`src/rtl/idma_obi_sram_bridge_pkg.sv`:
```
// Shared types and helpers for the OBI-to-SRAM bridge and its response FIFO.
// obi_sram_rsp_t matches the bridge's default widths; the top re-declares it for other widths.
package idma_obi_sram_bridge_pkg;

  localparam int unsigned DefaultDataWidth = 32;
  localparam int unsigned DefaultIdWidth   = 1;

  typedef struct packed {
    logic [DefaultDataWidth-1:0] rdata;
    logic [DefaultIdWidth-1:0]   rid;
    logic                        err;
  } obi_sram_rsp_t;

  // Occupancy counters must be able to represent "full", hence depth+1 states.
  function automatic int unsigned rsp_count_width(input int unsigned depth);
    return $clog2(depth + 1);
  endfunction

endpackage

```
`src/rtl/idma_obi_sram_rsp_fifo.sv`:
```
// Small response FIFO with registered head (no fall-through); supports any depth >= 2.
module idma_obi_sram_rsp_fifo
  import idma_obi_sram_bridge_pkg::*;
#(
  parameter type data_t = obi_sram_rsp_t,
  parameter int unsigned Depth = 2,
  localparam int unsigned PtrWidth   = $clog2(Depth),
  localparam int unsigned CountWidth = rsp_count_width(Depth)
) (
  input  logic                  clk,
  input  logic                  rst,
  input  logic                  push,
  input  data_t                 push_data,
  input  logic                  pop,
  output data_t                 pop_data,
  output logic                  full,
  output logic                  empty,
  output logic [CountWidth-1:0] count
);

  data_t               mem [Depth];
  logic [PtrWidth-1:0] wptr;
  logic [PtrWidth-1:0] rptr;

  // Explicit wrap keeps non-power-of-2 depths inside the storage array.
  function automatic logic [PtrWidth-1:0] next_ptr(input logic [PtrWidth-1:0] ptr);
    return (ptr == PtrWidth'(Depth - 1)) ? '0 : ptr + PtrWidth'(1);
  endfunction

  // NOTE: storage is deliberately not reset; pointers and count alone decide which entries are valid.
  always_ff @(posedge clk) begin
    if (push) mem[wptr] <= push_data;
  end

  // NOTE: non-blocking assignments so every flop samples pre-edge values, independent of block order.
  always_ff @(posedge clk or posedge rst) begin
    if (rst) begin
      wptr  <= '0;
      rptr  <= '0;
      count <= '0;
    end else begin
      if (push) wptr <= next_ptr(wptr);
      if (pop)  rptr <= next_ptr(rptr);
      case ({push, pop})
        2'b10:   count <= count + CountWidth'(1);
        2'b01:   count <= count - CountWidth'(1);
        default: ;
      endcase
    end
  end

  assign pop_data = mem[rptr];
  assign full     = (count == CountWidth'(Depth));
  assign empty    = (count == '0);

endmodule

```
`src/rtl/idma_obi_sram_bridge.sv`:
```
// OBI subordinate terminating reads/writes on a 1-cycle-latency SRAM; responses are
// buffered in a FIFO and the A-channel grant is throttled by free FIFO credit.
module idma_obi_sram_bridge
  import idma_obi_sram_bridge_pkg::*;
#(
  parameter int unsigned DataWidth     = 32,
  parameter int unsigned AddrWidth     = 32,
  parameter int unsigned IdWidth       = 1,
  parameter int unsigned SramAddrWidth = 10,
  parameter int unsigned RspDepth      = 2,
  parameter int unsigned StrbWidth     = DataWidth / 8,
  parameter int unsigned OffsetWidth   = $clog2(StrbWidth)
) (
  input  logic                     clk_i,
  input  logic                     rst_i,
  input  logic                     obi_req_a_req_i,
  input  logic [AddrWidth-1:0]     obi_req_a_addr_i,
  input  logic                     obi_req_a_we_i,
  input  logic [StrbWidth-1:0]     obi_req_a_be_i,
  input  logic [DataWidth-1:0]     obi_req_a_wdata_i,
  input  logic [IdWidth-1:0]       obi_req_a_aid_i,
  input  logic                     obi_req_r_ready_i,
  output logic                     obi_rsp_a_gnt_o,
  output logic                     obi_rsp_r_valid_o,
  output logic [DataWidth-1:0]     obi_rsp_r_rdata_o,
  output logic [IdWidth-1:0]       obi_rsp_r_rid_o,
  output logic                     obi_rsp_r_err_o,
  output logic                     sram_req_o,
  output logic                     sram_we_o,
  output logic [SramAddrWidth-1:0] sram_addr_o,
  output logic [DataWidth-1:0]     sram_wdata_o,
  output logic [StrbWidth-1:0]     sram_be_o,
  input  logic [DataWidth-1:0]     sram_rdata_i,
  output logic                     busy_o
);

  localparam int unsigned CountWidth = rsp_count_width(RspDepth);

  typedef struct packed {
    logic [DataWidth-1:0] rdata;
    logic [IdWidth-1:0]   rid;
    logic                 err;
  } rsp_t;

  logic                  out_en;
  logic                  oob;
  logic                  accept;
  logic                  credit_ok;
  logic                  pop;
  logic                  rsp_valid;
  logic [CountWidth:0]   occupancy;
  logic                  s1_valid;
  logic                  s1_we;
  logic                  s1_oob;
  logic [IdWidth-1:0]    s1_aid;
  rsp_t                  push_data;
  rsp_t                  head;
  logic                  full;
  logic                  empty;
  logic [CountWidth-1:0] count;

  assign oob = (obi_req_a_addr_i >> (OffsetWidth + SramAddrWidth)) != '0;

  // Responses already owed (buffered + in stage 1), minus the one leaving this cycle.
  assign occupancy = {1'b0, count} + (CountWidth + 1)'(s1_valid) - (CountWidth + 1)'(pop);
  assign credit_ok = occupancy < (CountWidth + 1)'(RspDepth);

  assign obi_rsp_a_gnt_o = out_en && obi_req_a_req_i && credit_ok;
  assign accept          = obi_rsp_a_gnt_o;

  assign sram_req_o   = accept && !oob;
  assign sram_we_o    = sram_req_o && obi_req_a_we_i;
  assign sram_addr_o  = sram_req_o ? obi_req_a_addr_i[OffsetWidth +: SramAddrWidth] : '0;
  assign sram_be_o    = sram_req_o ? obi_req_a_be_i : '0;
  assign sram_wdata_o = sram_req_o ? obi_req_a_wdata_i : '0;

  // out_en keeps the grant low through reset and the first cycle after release.
  always_ff @(posedge clk_i or posedge rst_i) begin
    if (rst_i) begin
      out_en   <= 1'b0;
      s1_valid <= 1'b0;
      s1_we    <= 1'b0;
      s1_oob   <= 1'b0;
      s1_aid   <= '0;
    end else begin
      out_en   <= 1'b1;
      s1_valid <= accept;
      if (accept) begin
        s1_we  <= obi_req_a_we_i;
        s1_oob <= oob;
        s1_aid <= obi_req_a_aid_i;
      end
    end
  end

  assign push_data.rdata = (s1_we || s1_oob) ? '0 : sram_rdata_i;
  assign push_data.rid   = s1_aid;
  assign push_data.err   = s1_oob;

  idma_obi_sram_rsp_fifo #(
    .data_t (rsp_t),
    .Depth  (RspDepth)
  ) i_rsp_fifo (
    .clk       (clk_i),
    .rst       (rst_i),
    .push      (s1_valid),
    .push_data (push_data),
    .pop       (pop),
    .pop_data  (head),
    .full      (full),
    .empty     (empty),
    .count     (count)
  );

  assign rsp_valid = !empty;
  assign pop       = rsp_valid && obi_req_r_ready_i;

  assign obi_rsp_r_valid_o = rsp_valid;
  assign obi_rsp_r_rdata_o = rsp_valid ? head.rdata : '0;
  assign obi_rsp_r_rid_o   = rsp_valid ? head.rid : '0;
  assign obi_rsp_r_err_o   = rsp_valid && head.err;

  assign busy_o = s1_valid || (count != '0);

  // Credit accounting must make a push into a full FIFO impossible.
  assert property (@(posedge clk_i) disable iff (rst_i) !(s1_valid && full));

endmodule

```
`config.mk`:
```
export PLATFORM = sky130hd
export DESIGN_NAME = idma_obi_sram_bridge
export DESIGN_NICKNAME = d
export VERILOG_FILES = /design/src/rtl/idma_obi_sram_bridge_pkg.sv /design/src/rtl/idma_obi_sram_rsp_fifo.sv /design/src/rtl/idma_obi_sram_bridge.sv
export SDC_FILE = /design/constraint.sdc
export NUM_CORES = 1
export LEC_CHECK = 0
export CAP_MARGIN = 10
export CORE_MARGIN = 2
export CORE_UTILIZATION = 44
export CTS_BUF_LIST = sky130_fd_sc_hd__clkbuf_4 sky130_fd_sc_hd__clkbuf_8
export DETAILED_ROUTE_END_ITERATION = 12
export HOLD_SLACK_MARGIN = 0.03
export PLACE_DENSITY = 0.87
export SYNTH_ARGS = -nofsm -noshare
export SYNTH_HDL_FRONTEND = slang
export SYNTH_SLANG_ARGS = --single-unit
```
`constraint.sdc`:
```
create_clock -name clk_i -period 5.2 [get_ports clk_i]
set_clock_uncertainty 0.2 [all_clocks]
set_input_delay 1.04 -clock clk_i [delete_from_list [all_inputs] [get_ports clk_i]]
set_output_delay 1.04 -clock clk_i [all_outputs]
set_load 0.05 [all_outputs]
```
==> flow_summary.ini, run 1 <==
[placed_design]
io_buffers = 188
place_ws_ps = 288.5
dp_cells = 603
place_hpwl_mm = 7.937
place_congestion = 0.7896

[power]
clock_power_share_pct = 20.1
p_leak_uw = 0.002493
power_density_nw_per_um2 = 377.8
power_frac_comb_pct = 43.4
max-vdd-ir-drop_v = 0.0002052
p_int_uw = 1449
power_switching_share_pct = 40.09
pwr-share-seq_pct = 36.5
switchingPower_uw = 970.0

[sta]
slew_headroom_pct = 31.20
fmax_mhz = 204.4
finalHoldViolCount = 0
rsz0062_at_grt = false
fin_crit_sh_pct = 94.07
finalSetupTns_ps = 0
fin_hold_ws_ps = 299.5
max_slew.worst_pin.slew_ps = 1031
fin_ws_ps = 308.6
finalSetupViolCount = 0
min_period_ps = 4891
slew_viol_final = 0

[worst_setup_path]
crit_required_ps = 3960
cpMostUsedCell = buf_12
start_kind = input port
slowest_delay_ps = 520
criticalPathCategory = in2out
slowest_stage = clkdlybuf4s50_1
end_kind = output pin
cp_max_fo = 49
regToRegSetupSlack_ps = 2580
critPathTopFamily = simple AND/OR/NAND/NOR gates
path_buf_inv = 3
path_cells = clkdlybuf4s50_1 -> and3b_1 -> a21oi_1 -> nand2b_1 -> fa_1 -> and3_1 -> nand4_1 -> buf_12 -> nor3_1 -> buf_12
cp.arrival_ps = 3650

[cells_and_area]
n_antenna_cell = 0
final_common_cell = clkdlybuf4s50_1
final_util_pct = 77.94
layout-drive-gt1-share_pct = 16.54
area_growth_pct = 71.11
layout.nets = 616
final_cell_mix = clkdlybuf4s50_1, edfxtp_1, inv_1, buf_12, nor3_1
multiInputGateArea_sq_um = 1201
seq_area_sq_um = 2268
fin_cells = 619
fill_cells = 509

[logic_synthesis]
async_reset_ff_share_pct = 11.69
ys.flop_type = edfxtp_1
syn_avg_cell_area_sq_um = 11.34
ys_ff_latch = 77
syn-num-nets = 437
syn_area_sq_um = 3742
netlist_instances = 330
yosys-top-cells-area = edfxtp_1, mux2i_1, dfrtp_1, and2_1, nor3_1
synth.distinct_cells = 29
synth-edff-count = 68
ys_warn_count = 0
yosys.area.top_type_share_pct = 54.56
synth_largest_area_cell = edfxtp_1
ys_seq_area_share_pct = 60.58

[detailed_routing]
first_pass_iters = 4
highest_layer = met4
wl_mm = 10.26
met2_length_mm = 5.724
ant_nets = 0
dr.first_iter.drc_count = 78
avgRoutedWirePerCell_microns = 16.57
vias_per_cell = 4.935
drc_errors = 0
met1Wirelength_mm = 3.518
vias = 3055
route.met3.wl_microns = 737

[die]
fp-row-count = 33
die_y_microns = 96.23
dieArea_sq_um = 9259
start_util_pct = 45.55
die_x_microns = 96.23
io_pins = 191
fp.coreArea_sq_um = 8217

[run_status]
outcome = finished, final reports clean

[cts]
path_clk_slew_ps = 80
postCtsResizedCells = 0
cts_tree = yes
post_cts_buffers = 0
root_buffer = clkbuf_8
numCtsBuffers = 9
clk_latency_ps = 320
h-tree-depth = 3
cts_buffer_depth = 2
cts_hold_buf = 0
cts.sinks = 77

[min_path]
hold_path.class = reg2reg

[global_routing]
track_usage_pct = 23.03
grt_pass1_vias = 3209
grt-ovfl-total = 0
grt_pass1_wl_mm = 15.65
antenna_found_initial = 0
grt_max_degree = 50

[job]
drv_cap = 0
## layer usage
layer	up-vias	track usage, %
li1	1461	-
met4	0	8.095
met5	-	0
met1	1440	24.01
met3	22	7.596
met2	132	42.82
## through the flow
stage	instance area, sq um	total power, uW
after floorplan	3742	1564
after global routing	6404	2525
after CTS	6404	2439
after detailed placement	6183	1957
after global placement	6183	1933
final	6404	2419
## power groups by stage
stage	registers (uW)	logic [uW]	clock network, uW
after detailed placement	898	1060	0
final	882	1050	487
after global placement	889	1040	0
after CTS	884	1060	494
after global routing	895	1110	522
after floorplan	811	753	0
## Yosys cell counts, types with 2 or more instances
cell type / n
nor3_1: 38
edfxtp_1: 68
nor3_2: 10
a21oi_1: 3
nand2b_1: 2
buf_2: 9
xnor2_1: 3
mux2_2: 2
inv_1: 50
mux2i_1: 34
nor2_1: 37
and2_1: 34
dfrtp_1: 9
nor4_1: 5
clkbuf_1: 12
## sequential cells by signal (all words and copies together) (netlist names)
register	cells
i_rsp_fifo.mem	68
i_rsp_fifo.count	2
i_rsp_fifo.rptr	1
i_rsp_fifo.wptr	1
out_en	1
s1_aid	1
s1_oob	1
s1_valid	1
s1_we	1
## layout make-up
cell class,count,area share (%)
repair buffers,191,37.40
clock buffers,9,1.934
multi-input cells,180,18.76
clock inverters,7,1.504
inverters,50,2.931
flip-flops and latches,77,35.42
well taps,105,2.052
## logic make-up (layout without fill, tap and decap cells)
| kind of cell | Yosys count | after routing | synth area share, % |
|---|---|---|---|
| buf+inv | 73 | 257 | 7.823 |
| mux | 36 | 36 | 9.696 |
| simple gates | 134 | 134 | 19.69 |
| xor+xnor | 4 | 4 | 0.9363 |
| flops | 77 | 77 | 60.58 |
| fa+ha+maj | 1 | 1 | 0.5350 |
| compound gates | 4 | 4 | 0.6352 |
| other cells | 1 | 1 | 0.1002 |
## worst paths after layout
| kind | to | from | cells past startpoint |
|---|---|---|---|
| hold reg to reg | i_rsp_fifo.mem[1][1]$_DFFE_PP_ | s1_aid$_DFFE_PP0P_ | 0 |
| hold / removal | i_rsp_fifo.mem[1][1]$_DFFE_PP_ | s1_aid$_DFFE_PP0P_ | 0 |
| min in group asynchronous | s1_aid$_DFFE_PP0P_ | rst_i | 2 |
| setup / recovery | sram_wdata_o[10] | obi_req_r_ready_i | 10 |
| max in group asynchronous | i_rsp_fifo.rptr$_DFFE_PP0P_ | rst_i | 2 |
| setup reg to reg | s1_we$_DFFE_PP0P_ | i_rsp_fifo.count[1]$_DFFE_PP0P_ | 7 |
Power figures use the tool's default switching activity.
==> run 2, diff against run 1 <==
--- a/config.mk
+++ b/config.mk
@@ -5,13 +5,14 @@
 export SDC_FILE = /design/constraint.sdc
 export NUM_CORES = 1
 export LEC_CHECK = 0
+export ABC_AREA = 1
 export CAP_MARGIN = 10
 export CORE_MARGIN = 2
-export CORE_UTILIZATION = 44
+export CORE_UTILIZATION = 45
 export CTS_BUF_LIST = sky130_fd_sc_hd__clkbuf_4 sky130_fd_sc_hd__clkbuf_8
 export DETAILED_ROUTE_END_ITERATION = 12
 export HOLD_SLACK_MARGIN = 0.03
-export PLACE_DENSITY = 0.87
+export PLACE_DENSITY = 0.88
 export SYNTH_ARGS = -nofsm -noshare
 export SYNTH_HDL_FRONTEND = slang
 export SYNTH_SLANG_ARGS = --single-unit
==> run 2 against run 1 <==
  * Clock power fell by 13%
  * Flip-flop and latch count did not move
  * Register-to-register slack better by 60 ps
  * Utilization rose by 0.58 points
  * Global-route usage rose by 1.1 points
  * Highest routed layer unchanged
  * Die area increased by 1.5%
  * Sequential share of layout area down 0.63 points
  * Synthesized cell count rose by 34%
  * Combinational power rose by 23%
  * Via count increased by 14%
  * Critical path depth rose by 3
  * Largest cell class unchanged
  * Final area rose by 1.8%
==> flow_summary.ini, run 2 <==
[logic_synthesis]
yosys-top-cells-area = edfxtp_1, inv_1, nand2_1, nor2_1, dfrtp_1
syn_avg_cell_area_sq_um = 8.815
synth_largest_area_cell = edfxtp_1
syn_area_sq_um = 3887
synth-compound-area-share_pct = 4.763
synth_top_family_by_area = simple AND/OR/NAND/NOR gates
async_reset_ff_share_pct = 11.69
ys_seq_area_share_pct = 58.32
ys_warn_count = 0
synth_mux_area_share_pct = 0
yosys.area.top_type_share_pct = 52.53
netlist_instances = 441
synth_fa_ha_area_share_pct = 0.5150
ys.flop_type = edfxtp_1
synth_common_cells = inv_1, nand2_1, nor2_1
ys_ff_latch = 77
synth-edff-count = 68
syn-num-nets = 548
yosys.area_share.simple_pct = 23.04
synth_most_common_cell = inv_1
synth_xor_area_share_pct = 0.4506
synth.distinct_cells = 24

[power]
power_density_nw_per_um2 = 393.4
p_leak_uw = 0.002813
finalPower_uw = 2564
max-vdd-ir-drop_v = 0.0002161

[cts]
postCtsResizedCells = 0
clk_latency_ps = 330
post_cts_buffers = 0
cts_buffer_depth = 2
cts_hold_buf = 0
root_buffer = clkbuf_8
h-tree-depth = 3
numCtsBuffers = 9
cts_tree = yes
path_clk_slew_ps = 70
cts.sinks = 77

[detailed_routing]
first_pass_iters = 4
drc_errors = 0
ant_nets = 0
vias_per_cell = 4.758
wl_mm = 11.11
avgRoutedWirePerCell_microns = 15.11
dr.first_iter.drc_count = 197
vias = 3497

[sta]
finalSetupViolCount = 0
fmax_mhz = 205.6
fin_crit_sh_pct = 93.54
slew_headroom_pct = 31.99
finalSetupTns_ps = 0
finalHoldViolCount = 0
fin_hold_ws_ps = 276.8
max_slew.worst_pin.slew_ps = 1014
rsz0062_at_grt = false
slew_viol_final = 0
min_period_ps = 4864

[global_routing]
use_met3_pct = 7.153
grt-ovfl-total = 0
grtUsageMet2_pct = 46.63
busiest_layer = met2
grt_pass1_wl_mm = 17.82
antenna_found_initial = 0
met1_usage_pct = 23.33
track_usage_pct = 24.10
grt_pass1_vias = 3660
grt_max_degree = 48

[die]
io_pins = 191
dieArea_sq_um = 9398
die_y_microns = 96.95
start_util_pct = 46.84
fp-row-count = 33
fp.coreArea_sq_um = 8299
die_x_microns = 96.95

[worst_setup_path]
criticalPathCategory = in2out
end_kind = output pin
cp_max_fo = 47
path_cells = clkdlybuf4s50_1 -> nand3_1 -> o21ai_0 -> inv_1 -> fa_1 -> inv_1 -> nor2_1 -> nand3_2 -> nor2_1 -> nand2_2 -> buf_12 -> nor2_1 -> buf_12
slowest_stage = clkdlybuf4s50_1
path_buf_inv = 5
crit_required_ps = 3960
start_kind = input port
regToRegSetupSlack_ps = 2640
critPathTopFamily = buffers and inverters
cp.arrival_ps = 3620
cpMostUsedCell = nor2_1
slowest_delay_ps = 510

[job]
drv_cap = 0

[placed_design]
io_buffers = 188
place_hpwl_mm = 8.535
place_congestion = 0.8581

[cells_and_area]
max_flop_register = i_rsp_fifo.mem
area_growth_pct = 67.62
largest_register_ffs = 68
layout.nets = 732
final_cell_mix = clkdlybuf4s50_1, inv_1, nand2_1, edfxtp_1, nor2_1
n_antenna_cell = 0
layout-drive-gt1-share_pct = 16.35
largestRegisters = i_rsp_fifo.mem: 68 flops, i_rsp_fifo.count: 2 flops
fill_cells = 521
final_common_cell = clkdlybuf4s50_1

[run_status]
outcome = finished, final reports clean

[min_path]
hold_path.class = reg2reg
[run 2: cell count changes in the layout (fill, tap and decap cells not counted), moves of 32 or more]
cell     before  now
nor3_1       38    1
inv_1        50  102
and2_1       33    1
nand2_1       1   90
mux2i_1      34    0
nor2_1       35   67
[run 2: routing by layer]
layer | share of wire [%] | up-vias
li1 | - | 1690
met1 | 32 | 1606
met2 | 56 | 173
met3 | 8.2 | 28
met4 | 3.6 | 0
met5 | 0 | -
[run 2: cell families after synthesis]
logic type,count (synthesis)
adder cells (fa/ha/maj),1
AO/OA/AOI/OAI,37
XOR/XNOR,2
buffers and inverters,123
AND/OR/NAND/NOR,200
other,1
flip-flops,77
[run 2: worst register-to-register path, cell delays in order, from the launching register on]
cell	delay (ps)
dfrtp_1	520
nand3_1	140
o21ai_0	220
inv_1	80
fa_1	510
nand3_1	80
nor2_1	310
nand2_1	100
nor2_1	210
nor2_1	70
[run 2: layout make-up]
cell class | instances | area [sq um] | area share (%)
sequential | 77 | 2267 | 34.79
inverter | 104 | 390.4 | 5.991
timing repair buffer | 192 | 2402 | 36.87
multi-input combinational | 241 | 1135 | 17.42
clock buffer | 9 | 123.9 | 1.901
clock inverter | 7 | 66.31 | 1.018
tap | 105 | 131.4 | 2.016
[run 2: power by group]
part	internal (uW)	switching, uW
clock	218	207
sequential	804	47.6
combinational	397	890
total	1420	1140
[run 2: through the flow]
stage / worst slack, ps / instances / instance area, sq um / utilization (%)
after detailed placement: 351.1 / 719 / 6326 / 76.22
final: 335.8 / 735 / 6516 / 78.52
after global routing: 97.39 / 735 / 6516 / 78.52
after CTS: 330.8 / 735 / 6516 / 78.52
after global placement: 433.2 / 719 / 6326 / 76.22
after floorplan: 393.4 / 441 / 3887 / -
[run 2: path summary, 6_finish.rpt]
path | endpoint | cells after the start | startpoint
worst max-delay path | sram_be_o[1] | 13 | obi_req_r_ready_i
worst min-delay path | s1_we$_DFFE_PP0P_ | 2 | s1_we$_DFFE_PP0P_
worst max register to register | s1_oob$_DFFE_PP0P_ | 9 | i_rsp_fifo.count[1]$_DFFE_PP0P_
worst min register to register | s1_we$_DFFE_PP0P_ | 2 | s1_we$_DFFE_PP0P_
max in group asynchronous | s1_oob$_DFFE_PP0P_ | 2 | rst_i
min in group asynchronous | out_en$_DFF_PP0_ | 2 | rst_i
==> run 3, diff against run 2 <==
--- a/config.mk
+++ b/config.mk
@@ -6,13 +6,15 @@
 export NUM_CORES = 1
 export LEC_CHECK = 0
 export ABC_AREA = 1
-export CAP_MARGIN = 10
+export CAP_MARGIN = 20
 export CORE_MARGIN = 2
 export CORE_UTILIZATION = 45
 export CTS_BUF_LIST = sky130_fd_sc_hd__clkbuf_4 sky130_fd_sc_hd__clkbuf_8
 export DETAILED_ROUTE_END_ITERATION = 12
 export HOLD_SLACK_MARGIN = 0.03
+export MAX_ROUTING_LAYER = met4
 export PLACE_DENSITY = 0.88
+export REMOVE_ABC_BUFFERS = 1
 export SYNTH_ARGS = -nofsm -noshare
 export SYNTH_HDL_FRONTEND = slang
 export SYNTH_SLANG_ARGS = --single-unit
==> run 3 against run 2 <==
  * Total power increased by 2.5%
  * Largest power group unchanged
  * Global-route usage increased by 0.27 points
  * Worst setup slack got worse by 34 ps
  * Fmax decreased by 0.70%
  * Count of clock-buffer cells in the layout unchanged
  * Critical path depth unchanged
  * Flip-flop and latch count unchanged
  * Critical path type unchanged
  * Die area unchanged
  * Worst hold slack improved by 2.4 ps
==> flow_summary.ini, run 3 (synthesis results as in run 2) <==
[global_routing]
grt_pass1_vias = 3804
grt-ovfl-total = 0
track_usage_pct = 24.37
grt_pass1_wl_mm = 17.55
antenna_found_initial = 0
grt_max_degree = 48

[die]
fp.coreArea_sq_um = 8299
dieArea_sq_um = 9398
io_pins = 191
die_x_microns = 96.95
die_y_microns = 96.95
start_util_pct = 46.84
fp-row-count = 33

[cells_and_area]
fin_cells = 735
layout.nets = 732
multiInputGateArea_sq_um = 1135
largestRegisters = i_rsp_fifo.mem: 68 flops, i_rsp_fifo.count: 2 flops
layout-drive-gt1-share_pct = 16.51
fill_cells = 510
area_growth_pct = 68.43
final_common_cell = clkdlybuf4s50_1
final_cell_mix = clkdlybuf4s50_1, inv_1, nand2_1, edfxtp_1, nor2_1
seq_area_sq_um = 2267
n_antenna_cell = 0
largest_register_ffs = 68
max_flop_register = i_rsp_fifo.mem
design_area_sq_um = 6548

[detailed_routing]
first_pass_iters = 4
met1Wirelength_mm = 3.799
ant_nets = 0
met2_length_mm = 6.068
vias = 3501
dr.first_iter.drc_count = 100
highest_layer = met4
route.met3.wl_microns = 841
wl_mm = 11.05
avgRoutedWirePerCell_microns = 15.04
vias_per_cell = 4.763
drc_errors = 0

[sta]
finalSetupViolCount = 0
slew_viol_final = 0
finalSetupTns_ps = 0
max_slew.worst_pin.slew_ps = 1064
slew_headroom_pct = 28.64
rsz0062_at_grt = false
fmax_mhz = 204.1
finalHoldViolCount = 0
fin_crit_sh_pct = 94.20
min_period_ps = 4899

[worst_setup_path]
criticalPathCategory = in2out
regToRegSetupSlack_ps = 2650
end_kind = output pin
cp.arrival_ps = 3660
slowest_stage = clkdlybuf4s50_1
cp_max_fo = 47
crit_required_ps = 3960
cpMostUsedCell = nor2_1
path_cells = clkdlybuf4s50_1 -> nand3_1 -> o21ai_0 -> inv_1 -> fa_1 -> inv_1 -> nor2_1 -> nand3_2 -> nor2_1 -> nand2_2 -> buf_12 -> nor2_1 -> buf_12
start_kind = input port
slowest_delay_ps = 510

[power]
power_switching_share_pct = 43.97
power_density_nw_per_um2 = 401.5
finalPower_uw = 2629
p_int_uw = 1473
clock_power_share_pct = 18.6
pwr-share-seq_pct = 32.4
max-vdd-ir-drop_v = 0.0002334
p_leak_uw = 0.002831
switchingPower_uw = 1156
power_frac_comb_pct = 48.9

[cts]
postCtsResizedCells = 0
clk_latency_ps = 340
path_clk_slew_ps = 70
cts_hold_buf = 0
root_buffer = clkbuf_8
cts_tree = yes
numCtsBuffers = 9
cts.sinks = 77
cts_buffer_depth = 2
post_cts_buffers = 0
h-tree-depth = 3

[job]
drv_cap = 0

[placed_design]
place_hpwl_mm = 8.595
dp_cells = 719
place_congestion = 0.8378
io_buffers = 188
placed_area_sq_um = 6326

[min_path]
hold_path.class = reg2reg

[run_status]
outcome = finished, final reports clean
[run 3: cell count changes in the layout (fill, tap and decap cells not counted), sizes merged]
cell and change:
clkinv -2, inv +2, clkinvlp -1, bufinv +1
[run 3: path summary, 6_finish.rpt]
path | start | endpoint | depth (start not counted)
max | obi_req_r_ready_i | sram_addr_o[1] | 13
min | s1_aid$_DFFE_PP0P_ | i_rsp_fifo.mem[1][1]$_DFFE_PP_ | 0
max reg2reg | i_rsp_fifo.count[1]$_DFFE_PP0P_ | s1_oob$_DFFE_PP0P_ | 9
min reg2reg | s1_aid$_DFFE_PP0P_ | i_rsp_fifo.mem[1][1]$_DFFE_PP_ | 0
max in group asynchronous | rst_i | i_rsp_fifo.wptr$_DFFE_PP0P_ | 2
min in group asynchronous | rst_i | s1_oob$_DFFE_PP0P_ | 2
[run 3: worst max-delay path: cells and delay by family]
family          cells  cell delay, ps
compound gates      1             250
fa+ha+maj           1             500
simple gates        6             790
buf+inv             5            1040
[run 3: through the flow]
step	worst slack (ps)	hold WS (ps)	utilization [%]
after global routing	125.0	314.7	78.89
after CTS	271.8	280.1	78.89
final	301.4	279.1	78.89
after detailed placement	279.9	261.8	76.22
after floorplan	-511.6	242.4	-
after global placement	426.9	256.8	76.22
[run 3: final cells by class]
| type | count | area share, % |
|---|---|---|
| Clock buffer | 9 | 1.892 |
| Multi-Input combinational cell | 241 | 17.33 |
| Inverter | 104 | 5.962 |
| Tap cell | 105 | 2.006 |
| Clock inverter | 7 | 1.491 |
| Timing Repair Buffer | 192 | 36.69 |
| Sequential cell | 77 | 34.63 |
[run 3: power by group through the flow]
| stage | Combinational, uW | Clock, uW | Sequential [uW] |
|---|---|---|---|
| after floorplan | 803 | 0 | 875 |
| after global placement | 1260 | 0 | 856 |
| after detailed placement | 1290 | 0 | 866 |
| after CTS | 1300 | 498 | 853 |
| after global routing | 1360 | 524 | 863 |
| final | 1290 | 490 | 852 |
[run 3: metal layers]
| metal | GRT usage [%] | vias to the layer above |
|---|---|---|
| met1 | 22.91 | 1621 |
| met5 | - | - |
| met4 | 11.05 | 0 |
| met3 | 5.925 | 17 |
| li1 | - | 1693 |
| met2 | 46.21 | 170 |
